===== src/rtl/fetch_pkg.sv =====
// Shared types and constants for the IF/ID fetch queue.
package fetch_pkg;

  localparam int XLEN = 32;
  localparam logic [XLEN-1:0] NOP_INSTR = 32'h0000_0000;

  typedef struct packed {
    logic [XLEN-1:0] pc;
    logic [XLEN-1:0] pc_plus4;
    logic [XLEN-1:0] instr;
  } fetch_entry_t;

endpackage


===== src/rtl/fetch_queue_mem.sv =====
// Entry storage: one synchronous write port, one combinational read port, no reset.
module fetch_queue_mem
  import fetch_pkg::*;
#(
  parameter int DEPTH = 4,
  parameter int AW    = $clog2(DEPTH)
) (
  input  logic         clk,
  input  logic         we_i,
  input  logic [AW-1:0] waddr_i,
  input  fetch_entry_t wdata_i,
  input  logic [AW-1:0] raddr_i,
  output fetch_entry_t rdata_o
);

  fetch_entry_t mem_q [DEPTH];

  always_ff @(posedge clk) begin
    if (we_i) mem_q[waddr_i] <= wdata_i;
  end

  assign rdata_o = mem_q[raddr_i];

endmodule


===== src/rtl/if_id_fetch_queue.sv =====
// In-order IF->ID decoupling FIFO with valid/ready to ID, hold to IF and branch flush.
module if_id_fetch_queue
  import fetch_pkg::*;
#(
  parameter int DEPTH = 4,
  parameter int CNT_W = $clog2(DEPTH) + 1
) (
  input  logic             clk,
  input  logic             rst,
  input  logic [XLEN-1:0]  if_pc,
  input  logic [XLEN-1:0]  if_pc_plus4,
  input  logic [XLEN-1:0]  if_instr,
  input  logic             if_valid,
  output logic             if_hold,
  input  logic             flush,
  input  logic             id_ready,
  output logic             id_valid,
  output logic [XLEN-1:0]  id_pc,
  output logic [XLEN-1:0]  id_pc_plus4,
  output logic [XLEN-1:0]  id_instr,
  output logic [CNT_W-1:0] count
);

  localparam int PTR_W = $clog2(DEPTH);

  logic [PTR_W-1:0] wr_ptr_q, wr_ptr_d;
  logic [PTR_W-1:0] rd_ptr_q, rd_ptr_d;
  logic [CNT_W-1:0] count_q, count_d;
  logic             full, empty, push, pop;
  fetch_entry_t     wr_entry, head;

  assign full     = (count_q == CNT_W'(DEPTH));
  assign empty    = (count_q == '0);
  assign if_hold  = full & ~flush;
  assign id_valid = ~empty;
  // A pop never frees room for a same-cycle push: IF is already held.
  assign push     = if_valid & ~full & ~flush;
  assign pop      = id_valid & id_ready & ~flush;

  assign wr_entry = '{pc: if_pc, pc_plus4: if_pc_plus4, instr: if_instr};

  fetch_queue_mem #(.DEPTH(DEPTH), .AW(PTR_W)) u_mem (
    .clk     (clk),
    .we_i    (push),
    .waddr_i (wr_ptr_q),
    .wdata_i (wr_entry),
    .raddr_i (rd_ptr_q),
    .rdata_o (head)
  );

  always_comb begin
    wr_ptr_d = wr_ptr_q;
    rd_ptr_d = rd_ptr_q;
    count_d  = count_q;
    if (flush) begin
      wr_ptr_d = '0;
      rd_ptr_d = '0;
      count_d  = '0;
    end else begin
      if (push) wr_ptr_d = wr_ptr_q + PTR_W'(1);
      if (pop)  rd_ptr_d = rd_ptr_q + PTR_W'(1);
      case ({push, pop})
        2'b10:   count_d = count_q + CNT_W'(1);
        2'b01:   count_d = count_q - CNT_W'(1);
        default: count_d = count_q;
      endcase
    end
  end

  always_ff @(posedge clk or negedge rst) begin
    if (!rst) begin
      wr_ptr_q <= '0;
      rd_ptr_q <= '0;
      count_q  <= '0;
    end else begin
      wr_ptr_q <= wr_ptr_d;
      rd_ptr_q <= rd_ptr_d;
      count_q  <= count_d;
    end
  end

  // Mask the head when empty so ID never sees stale storage.
  always_comb begin
    id_pc       = '0;
    id_pc_plus4 = '0;
    id_instr    = NOP_INSTR;
    if (!empty) begin
      id_pc       = head.pc;
      id_pc_plus4 = head.pc_plus4;
      id_instr    = head.instr;
    end
  end

  assign count = count_q;

  a_count_bound: assert property (@(posedge clk) disable iff (!rst)
    count_q <= CNT_W'(DEPTH));

endmodule


===== config.mk =====
export PLATFORM = sky130hd
export DESIGN_NAME = if_id_fetch_queue
export DESIGN_NICKNAME = d
export VERILOG_FILES = /design/src/rtl/fetch_pkg.sv /design/src/rtl/fetch_queue_mem.sv /design/src/rtl/if_id_fetch_queue.sv
export SDC_FILE = /design/constraint.sdc
export NUM_CORES = 1
export LEC_CHECK = 0
export ABC_AREA = 0
export BUFFER_PORTS_ARGS = -buffer_cell sky130_fd_sc_hd__buf_2
export CAP_MARGIN = 10
export CORE_MARGIN = 8
export CORE_UTILIZATION = 60
export CTS_CLUSTER_DIAMETER = 80
export DETAILED_ROUTE_END_ITERATION = 7
export PLACE_DENSITY_LB_ADDON = 0.3
export SKIP_CTS_REPAIR_TIMING = 1
export SLEW_MARGIN = 20
export SYNTH_ARGS = -nofsm -noshare
export SYNTH_HDL_FRONTEND = slang
export SYNTH_HIERARCHICAL = 1
export SYNTH_SLANG_ARGS = --single-unit

===== constraint.sdc =====
create_clock -name clk -period 22.9 [get_ports clk]
set_input_delay 1.145 -clock clk [delete_from_list [all_inputs] [get_ports clk]]
set_output_delay 1.145 -clock clk [all_outputs]
set_load 0.02 [all_outputs]

# Word level (Yosys, flattened, before mapping)

Memories as Yosys holds them, arrays and structs flattened.
Index checks and enable logic that the tools add are counted.

Add/sub/neg operators: 4
Equality and inequality tests: 3
Mux-type cells: 11
Bitwise gates (word level): 8
Reductions and logical operators: 4

Operators by type and width:

| kind                                              | count |
|---|---|
| two-way mux 32 bit                                | 3 |
| two-way mux 2 bit                                 | 4 |
| case mux 3 bit (2 select lines)                   | 1 |
| bitwise AND 1 bit                                 | 5 |
| adder 2 x 1 -> 2 bit (second input constant)      | 2 |
| nonzero test 2 bit                                | 2 |
| adder 3 x 1 -> 3 bit (second input constant)      | 1 |
| == test 3 bit (second input constant)             | 1 |
| zero test 3 bit                                   | 1 |
| two-way mux 3 bit                                 | 1 |
| inverter 1 bit                                    | 3 |
| nonzero test 3 bit                                | 1 |
| subtractor 3 x 1 -> 3 bit (second input constant) | 1 |
| == test 2 x 1 -> 1 bit (second input constant)    | 1 |
| == test 2 bit (second input constant)             | 1 |
| two-way mux 1 bit                                 | 2 |

Register bits after elaboration: 7
RAM bits: 384
Output and inout port bits: 101
Logic and storage cells: 34
Memories kept: 1

Memories:

| name        | words | width | read ports | clocked after Yosys merged registers in | write ports | RTL line              | RTL |
|---|---|---|---|---|---|---|---|
| u_mem.mem_q | 4     | 96    | 1          | 0                                       | 1           | fetch_queue_mem.sv:16 | `fetch_entry_t mem_q [DEPTH];` |

# Longest topological paths before layout

Word-level depth: 7
Depth in mapped cells: 10
Mapped depth without buffers: 8

# Modules after synthesis

The synthesis kept the hierarchy.

Modules (own cells, without submodules):

| module            | instances | cells an instance | area an instance (um^2) | seq. area each (um^2) |
|---|---|---|---|---|
| fetch_queue_mem   | 1         | 506               | 13889.6                 | 11531.1 |
| if_id_fetch_queue | 1         | 162               | 1171.1                  | 175.2 |

# Worst setup path after synthesis

Ideal clock, no wire load.

Path type: input -> register
From: input if_valid
To: memory u_mem/mem_q[0][0] (netlist bit) (enable)
Library setup time: 0.688 ns
Arrival time: 8.682 ns
Required time: 22.212 ns
Setup slack: 13.530 ns
Stages on the path: 4
Path through: buf_2 > o21a_1 > nor2b_1 > nor3b_1

Word-level cells in the longest chain between the ends: 4

Ends and longest elaborated chain:

| item                                    | RTL line                | RTL |
|---|---|---|
| start: declaration                      | if_id_fetch_queue.sv:13 | `input logic if_valid,` |
| bitwise AND 1 bit (2 in series)         | if_id_fetch_queue.sv:37 | `assign push = if_valid & ~full & ~flush;` |
| net push                                | if_id_fetch_queue.sv:29 | `logic full, empty, push, pop;` |
| two-way mux 1 bit                       | fetch_queue_mem.sv:19   | `if (we_i) mem_q[waddr_i] <= wdata_i;` |
| two-way mux 1 bit (implied by the code) | fetch_queue_mem.sv:19   |  |
| end: declaration                        | fetch_queue_mem.sv:16   |  |

The timed path passes the listed nets, and every way through them passes these cells.

==> impl_results.md <==
- CP Launch Type: flip-flop
- H-tree levels: 2
- Antenna violations before repair: 4
- Tcrit/Tclk final: 19.5%
- Total Power: 1.60 mW
- CP max FO: 48
- FF+latch area: 0.0117 mm^2
- FF-to-FF path depth: 5
- Max Clock Skew: 18.3 ps
- Cells after Synth: 668
- Drc violations: 0
- Critical path class: flip-flop to primary output
- Total global routing overflow: 0
- Detail Route Antenna Nets: 0
- Seq/Total Area, Yosys: 77.7%
- GP Congestion: 0.730
- Critical path's top delay family: buffers and inverters
- DRT Pass-1 Iters: 5
- Nets: 984
- Tmin final: 4460 ps
- CTS Buffer Depth: 3
- Clk root buf: clkbuf_16
- Row count: 58
- Initial DRC count: 633
- Synth top area share: 76.6%
- Final hold vios: 0
- Slowest cell on the critical path: buf_4
- Multi-input gate area: 0.00313 mm^2
- Critical R2R Capture: u_mem/mem_q[2][65]$_DFFE_PP_
- Die Width: 174 um
- CP Capture Type: primary output
- Syn Nets: 770
- CTS tree: done
- Wire per inst: 23.8 um
- Slew Limit Headroom: 33.8%
- Worst Path Buf+Inv: 3
- Ranking of synthesized cells by area: edfxtp_1 77%, mux4_2 14%, and2_1 3.6%, dfrtp_1 1.2%, and2_4 0.58%
- Worst R2R Start: count[0]$_DFFE_PN0P_
- Number of port buffers: 201
- R2R Setup Slk: 19680 ps
- Warnings from Yosys: 6
- Final setup vio count: 0
- DIE HEIGHT: 174 um
- Routed vias/inst: 5.81
- Mean Syn Cell Area: 22.5 um^2
- HP Class: input port to asynchronous set/reset pin
- Vias: 7190
- Final wirelength: 29400 um
- Layout cell share with drive strength beyond 1: 41.1%
- Total negative slack: 0 ps
- Max Fclk: 224 MHz
- Worst VDD drop: 0.0724 mV
- Status: complete, no violations
- Dominant cell type by area after synthesis: edfxtp_1
- Slew Limit Fails: 0
- GRT Resource Usage Total: 19.3%
- Number of filler cells placed in the layout: 1537
- Maximum capacitance violations: 0
- RSZ-0062 raised after global routing: no
- Distinct cells, synth: 38
- Req. time, crit path: 21760 ps
- CTS clk-pin slew, worst paths: 60 ps
- Slew at the pin closest to its max-slew limit: 993 ps
- CTS Sinks: 391
- Total die area: 0.0304 mm^2
- Largest net degree at the start of global routing: 100
- Worst-Skew Late Latency: 510 ps
- First-pass GRT wire length: 45300 um
- WP data arrival: 3310 ps
- Leak Pwr: 5.99 nW
- Initial core utilization: 60.5%
- Core Region: 0.0249 mm^2
- Area Growth Syn to Fin: 16.2%
- Yosys reg bits: 391
- # IOs: 202
- Vias in the first global route: 7940
- CP Cell Sequence: buf_16, buf_4, mux4_2, and2_1, buf_2
- CP max stage delay: 790 ps
- TritonCTS Buffers: 38
- Power Dens Cells: 91.7 mW/mm^2
- Post-Syn Area: 0.0151 mm^2
- Dpl hpwl: 17600 um
==> flip-flops by register name, summed over array words and instances, names as in the netlist <==
register,cells
count,3
rd_ptr_q,2
u_mem/mem_q,384
wr_ptr_q,2
==> layout by cell type, fill, tap and decap left out, types with 2 or more instances in the layout <==
cell type  synthesis  final
a2111oi_0          2      2
a21o_1             2      2
a21oi_1            2      2
and2_1            86     86
and2_4            10     10
and3b_4            0      2
buf_16             0      2
buf_2             12    201
buf_4              0      7
clkbuf_1          14      8
clkbuf_16          0     39
clkinv_1           0     10
clkinv_2           0      5
dfrtp_1            7      5
dfrtp_4            0      2
edfxtp_1         384    384
inv_1              2      2
mux4_2            96     96
nand2_1            4      4
nand3_1            3      3
nor2_1             6      6
nor3_1             3      3
xnor2_1            3      3
xor2_1             3      3
==> worst register-to-register path, cell delays in order (launching register included) <==
cell and delay [ps]:
dfrtp_1 510, or2_1 240, o21a_1 190, nor2b_1 280, and3b_4 750, buf_4 840
==> stage by stage <==
step	utilization (%)	instances	hold WS [ps]	cell area, um^2	setup slack (ps)
2_1_floorplan	-	668	499	15100	13530
3_3_place_gp	65.6	1170	607	16300	18650
3_5_place_dp	65.6	1170	629	16300	18620
4_1_cts	70.0	1235	454	17400	18050
5_1_grt	70.3	1238	462	17500	18130
6_report	70.3	1238	469	17500	18440
==> power by group <==
part | switching (mW) | total (mW) | internal, mW
logic | 0.125 | 0.220 | 0.0947
registers | 0.0117 | 0.824 | 0.812
clock network | 0.239 | 0.561 | 0.322
total | 0.376 | 1.60 | 1.23
==> cells by family after synthesis <==
logic type                 synth area share [%]
DFF                                        77.7
and+or+nand+nor                            5.19
muxes                                      14.4
buffers and inverters                      1.65
AOI/OAI and AO/OA                         0.590
xor gates and xnor gates                  0.349
adders and majority gates                 0.133
==> synthesized netlist by cell type, drive strengths merged <==
cell type / instances
a2111oi: 2
a21o: 2
a21oi: 2
a31oi: 1
and2: 96
and3: 1
and3b: 2
buf: 22
clkbuf: 14
dfrtp: 7
edfxtp: 384
fa: 1
inv: 2
mux4: 96
nand2: 5
nand3: 4
nand3b: 1
nor2: 6
nor2b: 1
nor3: 3
nor3b: 2
o211a: 1
o21a: 1
o21ai: 1
o221a: 1
o22ai: 1
or2: 1
or2b: 1
or3: 1
xnor2: 3
xor2: 3
==> worst max path at each step <==
stage                                  from                           to  cells past startpoint  slack (ps)
finish              rd_ptr_q[0]$_DFFE_PN0P_                 id_instr[16]                      5       18440
global placement    rd_ptr_q[0]$_DFFE_PN0P_                    id_pc[23]                      4       18650
CTS                 rd_ptr_q[0]$_DFFE_PN0P_                    id_pc[23]                      4       18050
detailed placement  rd_ptr_q[0]$_DFFE_PN0P_                    id_pc[23]                      4       18620
global route        rd_ptr_q[0]$_DFFE_PN0P_                  id_instr[2]                      5       18130
floorplan                          if_valid  u_mem/mem_q[0][0]$_DFFE_PP_                      4       13530
==> area by class of cell <==
cell class                 instances  area share (%)
sequential                       391            67.0
multi-input combinational        239            17.9
timing repair buffer             210            6.37
clock buffer                      47            5.75
tap                              330            2.36
clock inverter                    18           0.622
inverter                           2          0.0429
antenna                            1          0.0143
==> routing by layer <==
metal / part of all wire [%] / up-vias / track usage [%]
met2: 53 / 240 / 34.1
met1: 38 / 3752 / 23.5
met3: 6.6 / 43 / 4.84
met4: 1.8 / 6 / 4.81
li1: - / 3149 / -
met5: 0.12 / - / 0
Note: power is estimated with default switching activity, not from simulation.
